`src/rtl/spi_pkg.sv`:
```
// Shared definitions for the mclk-domain SPI slave: parameter defaults,
// frame FSM state type and a small sizing helper.
package spi_pkg;

    localparam int SPI_WIDTH       = 8;
    localparam int SPI_SYNC_STAGES = 2;

    typedef enum logic {
        IDLE   = 1'b0,
        ACTIVE = 1'b1
    } spi_slv_state_t;

    // Bit-counter width able to hold 0..w-1
    function automatic int cnt_width(input int w);
        return (w > 2) ? $clog2(w) : 1;
    endfunction

endpackage

```
`src/rtl/spi_sync_edge.sv`:
```
// Multi-stage synchronizer for an asynchronous pin, with single-cycle
// rise/fall pulses taken from the last stage and one extra history flop.
module spi_sync_edge
    import spi_pkg::*;
#(
    parameter int   STAGES  = SPI_SYNC_STAGES,
    parameter logic RST_VAL = 1'b0
) (
    input  logic mclk,
    input  logic reset,
    input  logic din,
    output logic level,
    output logic rise,
    output logic fall
);

    logic [STAGES-1:0] sync_r;
    logic              prev_r;

    // Synchronizer chain plus history stage for edge detection
    always_ff @(posedge mclk or posedge reset) begin
        if (reset) begin
            sync_r <= {STAGES{RST_VAL}};
            prev_r <= RST_VAL;
        end else begin
            sync_r <= {sync_r[STAGES-2:0], din};
            prev_r <= sync_r[STAGES-1];
        end
    end

    assign level = sync_r[STAGES-1];
    assign rise  = sync_r[STAGES-1] & ~prev_r;
    assign fall  = ~sync_r[STAGES-1] & prev_r;

endmodule

```
`src/rtl/spi_slave_sync.sv`:
```
// SPI mode-0 slave running entirely on mclk: pins are oversampled, sclk/cs
// edges drive a two-state frame FSM with sticky rx flag and error pulses.
module spi_slave_sync
    import spi_pkg::*;
#(
    parameter int WIDTH       = SPI_WIDTH,
    parameter int SYNC_STAGES = SPI_SYNC_STAGES
) (
    input  logic             mclk,
    input  logic             reset,
    input  logic             sclk,
    input  logic             cs,
    input  logic             mosi,
    output logic             miso,
    input  logic             load,
    input  logic [WIDTH-1:0] data_in,
    input  logic             read,
    output logic [WIDTH-1:0] data_out,
    output logic             rx_ready,
    output logic             overrun,
    output logic             frame_err,
    output logic             busy
);

    localparam int             CW       = cnt_width(WIDTH);
    localparam logic [CW-1:0]  LAST_BIT = CW'(WIDTH - 1);

    logic sclk_rise_s, sclk_fall_s;
    logic cs_lvl_s, cs_rise_s, cs_fall_s;
    logic mosi_lvl_s;

    logic [SYNC_STAGES-1:0] mosi_sync_r;
    spi_slv_state_t         state_r;
    logic [CW-1:0]          bit_cnt_r;
    logic [WIDTH-1:0]       rx_shift_r;
    logic [WIDTH-1:0]       tx_shift_r;
    logic [WIDTH-1:0]       tx_buf_r;
    logic [WIDTH-1:0]       data_out_r;
    logic                   rx_ready_r;
    logic                   overrun_r;
    logic                   frame_err_r;
    logic                   busy_r;
    logic                   miso_r;
    logic                   reload_r;

    logic [WIDTH-1:0]       rx_nxt_s;
    logic [WIDTH-1:0]       tx_nxt_s;
    logic                   last_bit_s;

    spi_sync_edge #(.STAGES(SYNC_STAGES), .RST_VAL(1'b0)) u_sclk_sync (
        .mclk  (mclk),
        .reset (reset),
        .din   (sclk),
        .level (),
        .rise  (sclk_rise_s),
        .fall  (sclk_fall_s)
    );

    spi_sync_edge #(.STAGES(SYNC_STAGES), .RST_VAL(1'b1)) u_cs_sync (
        .mclk  (mclk),
        .reset (reset),
        .din   (cs),
        .level (cs_lvl_s),
        .rise  (cs_rise_s),
        .fall  (cs_fall_s)
    );

    // mosi needs only its level, aligned in depth with the sclk path
    always_ff @(posedge mclk or posedge reset) begin
        if (reset) begin
            mosi_sync_r <= {SYNC_STAGES{1'b0}};
        end else begin
            mosi_sync_r <= {mosi_sync_r[SYNC_STAGES-2:0], mosi};
        end
    end

    assign mosi_lvl_s = mosi_sync_r[SYNC_STAGES-1];
    assign rx_nxt_s   = {rx_shift_r[WIDTH-2:0], mosi_lvl_s};
    assign last_bit_s = (bit_cnt_r == LAST_BIT);

    // Next transmit shifter: reload on frame start/completion, shift on sclk fall
    always_comb begin
        tx_nxt_s = tx_shift_r;
        if (state_r == IDLE) begin
            if (cs_fall_s) begin
                tx_nxt_s = tx_buf_r;
            end else begin
                tx_nxt_s = tx_shift_r;
            end
        end else if (cs_rise_s) begin
            tx_nxt_s = tx_shift_r;
        end else if (sclk_rise_s && last_bit_s) begin
            tx_nxt_s = tx_buf_r;
        end else if (sclk_fall_s && !reload_r) begin
            tx_nxt_s = {tx_shift_r[WIDTH-2:0], 1'b0};
        end else begin
            tx_nxt_s = tx_shift_r;
        end
    end

    // Frame FSM, receive path and registered status outputs
    always_ff @(posedge mclk or posedge reset) begin
        if (reset) begin
            state_r     <= IDLE;
            bit_cnt_r   <= {CW{1'b0}};
            rx_shift_r  <= {WIDTH{1'b0}};
            tx_shift_r  <= {WIDTH{1'b0}};
            tx_buf_r    <= {WIDTH{1'b0}};
            data_out_r  <= {WIDTH{1'b0}};
            rx_ready_r  <= 1'b0;
            overrun_r   <= 1'b0;
            frame_err_r <= 1'b0;
            busy_r      <= 1'b0;
            miso_r      <= 1'b0;
            reload_r    <= 1'b0;
        end else begin
            overrun_r   <= 1'b0;
            frame_err_r <= 1'b0;
            busy_r      <= (state_r == ACTIVE);
            tx_shift_r  <= tx_nxt_s;
            miso_r      <= cs_lvl_s ? 1'b0 : tx_nxt_s[WIDTH-1];
            if (load) begin
                tx_buf_r <= data_in;
            end
            if (read) begin
                rx_ready_r <= 1'b0;
            end
            case (state_r)
                IDLE: begin
                    if (cs_fall_s) begin
                        state_r   <= ACTIVE;
                        bit_cnt_r <= {CW{1'b0}};
                        reload_r  <= 1'b0;
                    end
                end
                ACTIVE: begin
                    if (cs_rise_s) begin
                        state_r    <= IDLE;
                        bit_cnt_r  <= {CW{1'b0}};
                        rx_shift_r <= {WIDTH{1'b0}};
                        frame_err_r <= (bit_cnt_r != {CW{1'b0}});
                    end else if (sclk_rise_s) begin
                        rx_shift_r <= rx_nxt_s;
                        if (last_bit_s) begin
                            // New frame wins over a same-cycle read
                            data_out_r <= rx_nxt_s;
                            rx_ready_r <= 1'b1;
                            overrun_r  <= rx_ready_r & ~read;
                            bit_cnt_r  <= {CW{1'b0}};
                            reload_r   <= 1'b1;
                        end else begin
                            bit_cnt_r  <= bit_cnt_r + {{(CW-1){1'b0}}, 1'b1};
                        end
                    end else if (sclk_fall_s) begin
                        reload_r <= 1'b0;
                    end
                end
                default: begin
                    state_r <= IDLE;
                end
            endcase
        end
    end

    assign miso      = miso_r;
    assign data_out  = data_out_r;
    assign rx_ready  = rx_ready_r;
    assign overrun   = overrun_r;
    assign frame_err = frame_err_r;
    assign busy      = busy_r;

endmodule

```
`config.mk`:
```
export PLATFORM = sky130hd
export DESIGN_NAME = spi_slave_sync
export DESIGN_NICKNAME = d
export VERILOG_FILES = /design/src/rtl/spi_pkg.sv /design/src/rtl/spi_sync_edge.sv /design/src/rtl/spi_slave_sync.sv
export SDC_FILE = /design/constraint.sdc
export NUM_CORES = 1
export LEC_CHECK = 0
export BUFFER_PORTS_ARGS = -buffer_cell sky130_fd_sc_hd__buf_2
export CORE_MARGIN = 4
export CORE_UTILIZATION = 56
export DETAILED_ROUTE_END_ITERATION = 8
export GPL_TIMING_DRIVEN = 0
export PLACE_DENSITY_LB_ADDON = 0.1
export SLEW_MARGIN = 20
export SYNTH_ARGS = -nofsm -noshare
export SYNTH_HDL_FRONTEND = slang
export SYNTH_SLANG_ARGS = --single-unit
```
`constraint.sdc`:
```
create_clock -name mclk -period 2.11 [get_ports mclk]
set_clock_uncertainty 0.15 [all_clocks]
set_input_delay 0.211 -clock mclk [delete_from_list [all_inputs] [get_ports mclk]]
set_output_delay 0.211 -clock mclk [all_outputs]
set_load 0.005 [all_outputs]
```
==> impl_metrics.env <==
export IMPL_outcome="finished clean"
export IMPL_dieHeight_microns=68.26
export IMPL_io_buffers=26
export IMPL_crit_fanout=8
export IMPL_hold_viol=0
export IMPL_start_util_pct=59.52
export IMPL_synth_nets=183
export IMPL_min_period_ns=1.977
export IMPL_finalSetupViolCount=0
export IMPL_antenna_found_initial=0
export IMPL_stdcell_area_sq_um=2497
export IMPL_ys_seq_elements=49
export IMPL_fin_setup_tns_ns=0
export IMPL_required_ns=2.21
export IMPL_grt_start_max_net_pins=28
export IMPL_slowest_delay_ns=0.44
export IMPL_synth_top_area_share_pct=56.62
export IMPL_worst_pin_slew_ns=0.5065
export IMPL_grt_pass1_vias=1385
export IMPL_yosys_area_top_type="dfrtp_1"
export IMPL_overflow=0
export IMPL_clock_latency_ns=0.36
export IMPL_fin_nets=231
export IMPL_drt_iter0_drc=115
export IMPL_grt_usage_pct=18.17
export IMPL_relSlewSlack_pct=66.05
export IMPL_cts_buffers_inserted=5
export IMPL_dpl_cell_area_sq_um=2241
export IMPL_syn_area_per_cell_sq_um=12.55
export IMPL_ys_seq_area_share_pct=60.49
export IMPL_synthArstFlopShare_pct=100.0
export IMPL_dieArea_sq_um=4659
export IMPL_finalPower_mw=1.933
export IMPL_synth_area_leaders="dfrtp_1, mux2_4, dfstp_2"
export IMPL_drive_above_1_share_pct=30.81
export IMPL_end_kind="flip-flop"
export IMPL_num_rows=21
export IMPL_syn_inst=162
export IMPL_vias_per_cell=5.331
export IMPL_fill_cells=236
export IMPL_final_common_cell="dfrtp_1"
export IMPL_hp_class="input pin to flip-flop"
export IMPL_ios=28
export IMPL_place_ws_ns=-0.1342
export IMPL_finalCritPeriodShare_pct=93.71
export IMPL_drc=0
export IMPL_first_pass_iters=4
export IMPL_yosysWarnings=0
export IMPL_synth_edf_count=0
export IMPL_post_place_cells=235
export IMPL_max_vdd_ir_drop_mv=0.5201
export IMPL_gp_congestion=0.7861
export IMPL_die_width_microns=68.26
export IMPL_crit_arrival_ns=2.08
export IMPL_wirelength_microns=3579
export IMPL_dpl_hpwl_microns=2519
export IMPL_synth_ff_type="dfrtp_1"
export IMPL_criticalPathCategory="flip-flop to flip-flop"
export IMPL_powerDensity_nw_per_um2=774.2
export IMPL_clk_pin_slew_ns=0.13
export IMPL_max_cap_violations=0
export IMPL_areaGrowthSynthToFinish_pct=22.83
export IMPL_cts_tree="done"
export IMPL_start_kind="flip-flop"
export IMPL_antenna_cells=0
export IMPL_clock_root_buffer="clkbuf_4"
export IMPL_setup_ws_ns=0.1327
export IMPL_yosysUniqueCellTypes=30
export IMPL_drv_slew=0
export IMPL_fmax_ghz=0.5057
export IMPL_grt_pass1_wl_microns=6134
export IMPL_cts_buffer_depth=2
export IMPL_clkSinkCount=49
export IMPL_final_cell_mix="dfrtp_1, buf_2, dlygate4sd3_1"
export IMPL_synthesis_area_sq_um=2033
export IMPL_cp_slowest_cell="dfrtp_1"
export IMPL_h_tree_depth=2
export IMPL_vias=1370
export IMPL_antenna_left=0
export IMPL_post_drt_wl_per_cell_microns=13.93
export IMPL_coreArea_sq_um=3416
export IMPL_cpMostUsedCell="ha_1"
export IMPL_finalNonFillerCells=257
export IMPL_leakage_nw=1.215
export IMPL_crit_path_cell_trace="ha_1 -> ha_1 -> nand2_2 -> or3_1 -> buf_6 -> mux2_4"
[critical path: cells and delay by family, from the launching register on]
kind                     cells  cell delay (ns)
AND/OR/NAND/NOR              2             0.46
flip-flops                   1             0.44
adder cells (fa/ha/maj)      2             0.38
multiplexers                 1             0.29
buffers and inverters        1             0.16
[cell families after synthesis]
| group | count (synthesis) | synth area share, % |
|---|---|---|
| buffers and inverters | 17 | 3.630 |
| DFF | 49 | 60.49 |
| adders and majority gates | 6 | 3.692 |
| and+or+nand+nor | 35 | 8.923 |
| muxes | 15 | 9.785 |
| AOI/OAI and AO/OA | 40 | 13.48 |
[power by group]
part	total, mW	internal [mW]	switching [mW]
Sequential	1.10	1.04	0.0647
Clock	0.566	0.282	0.285
Combinational	0.266	0.129	0.137
Total	1.93	1.45	0.487
[final timing paths]
kind,slack [ns],to,startpoint,depth (start not counted)
min in group asynchronous,0.26,mosi_sync_r[1],reset,3
setup / recovery,0.13,data_out[7],bit_cnt_r[0],6
setup reg to reg,0.13,data_out[7],bit_cnt_r[0],6
hold reg to reg,0.21,u_cs_sync.sync_r[1],u_cs_sync.sync_r[0],0
hold / removal,0.14,tx_buf_r[7],load,3
max in group asynchronous,0.96,u_cs_sync.sync_r[1],reset,4
[per-layer routing]
layer | up-vias | GRT usage (%) | wire length (microns) | part of all wire [%]
met4 | 0 | 6.700 | 48 | 1.3
met5 | - | 0 | 0 | 0
met2 | 36 | 30.69 | 1852 | 52
met1 | 667 | 21.52 | 1495 | 42
li1 | 662 | - | - | -
met3 | 5 | 5.911 | 181 | 5.1
[cell usage after synthesis, drive strengths merged, types with 3 or more instances]
library cell and number:
a22o 8, a21oi 12, clkbuf 3, nor3 7, a211oi 4, nand2 8
nor2b 3, nand2b 3, o21ai 6, a22oi 6, ha 6, mux2 15
nor2 12, inv 12, dfrtp 46, dfstp 3
[sequential cells by signal, summed over array words and instances, names as in the netlist, 2 cells and up]
register	cells
bit_cnt_r	3
data_out	8
mosi_sync_r	2
rx_shift_r	7
tx_buf_r	8
tx_shift_r	8
u_cs_sync.sync_r	2
u_sclk_sync.sync_r	2
[stage by stage]
stage          utilization (%)  hold WS (ns)
6_report                 73.11        0.1397
5_1_grt                  73.11        0.1323
4_1_cts                  72.27        0.1156
3_5_place_dp             65.60        0.1161
3_3_place_gp             65.02        0.1668
2_1_floorplan                -       0.06548
[what timing repair did]
item	in CTS	in global routing
hold buffers	13	0
hold endpoints to repair	35	0
endpoints found under the setup margin	8	17
cloned	0	0
buffers inserted	0	1
gates resized for setup	1	3
[final cells by class]
| cell class | count | area [sq um] | share of cell area, % |
|---|---|---|---|
| buffer | 5 | 28.78 | 1.152 |
| clock buffer | 6 | 51.30 | 2.054 |
| clock inverter | 2 | 37.54 | 1.503 |
| inverter | 12 | 45.04 | 1.804 |
| multi-input combinational | 96 | 759.5 | 30.41 |
| sequential | 49 | 1230 | 49.25 |
| tap | 46 | 57.56 | 2.305 |
| timing repair buffer | 41 | 287.8 | 11.52 |
No activity file was read; power rests on OpenSTA's default activity.
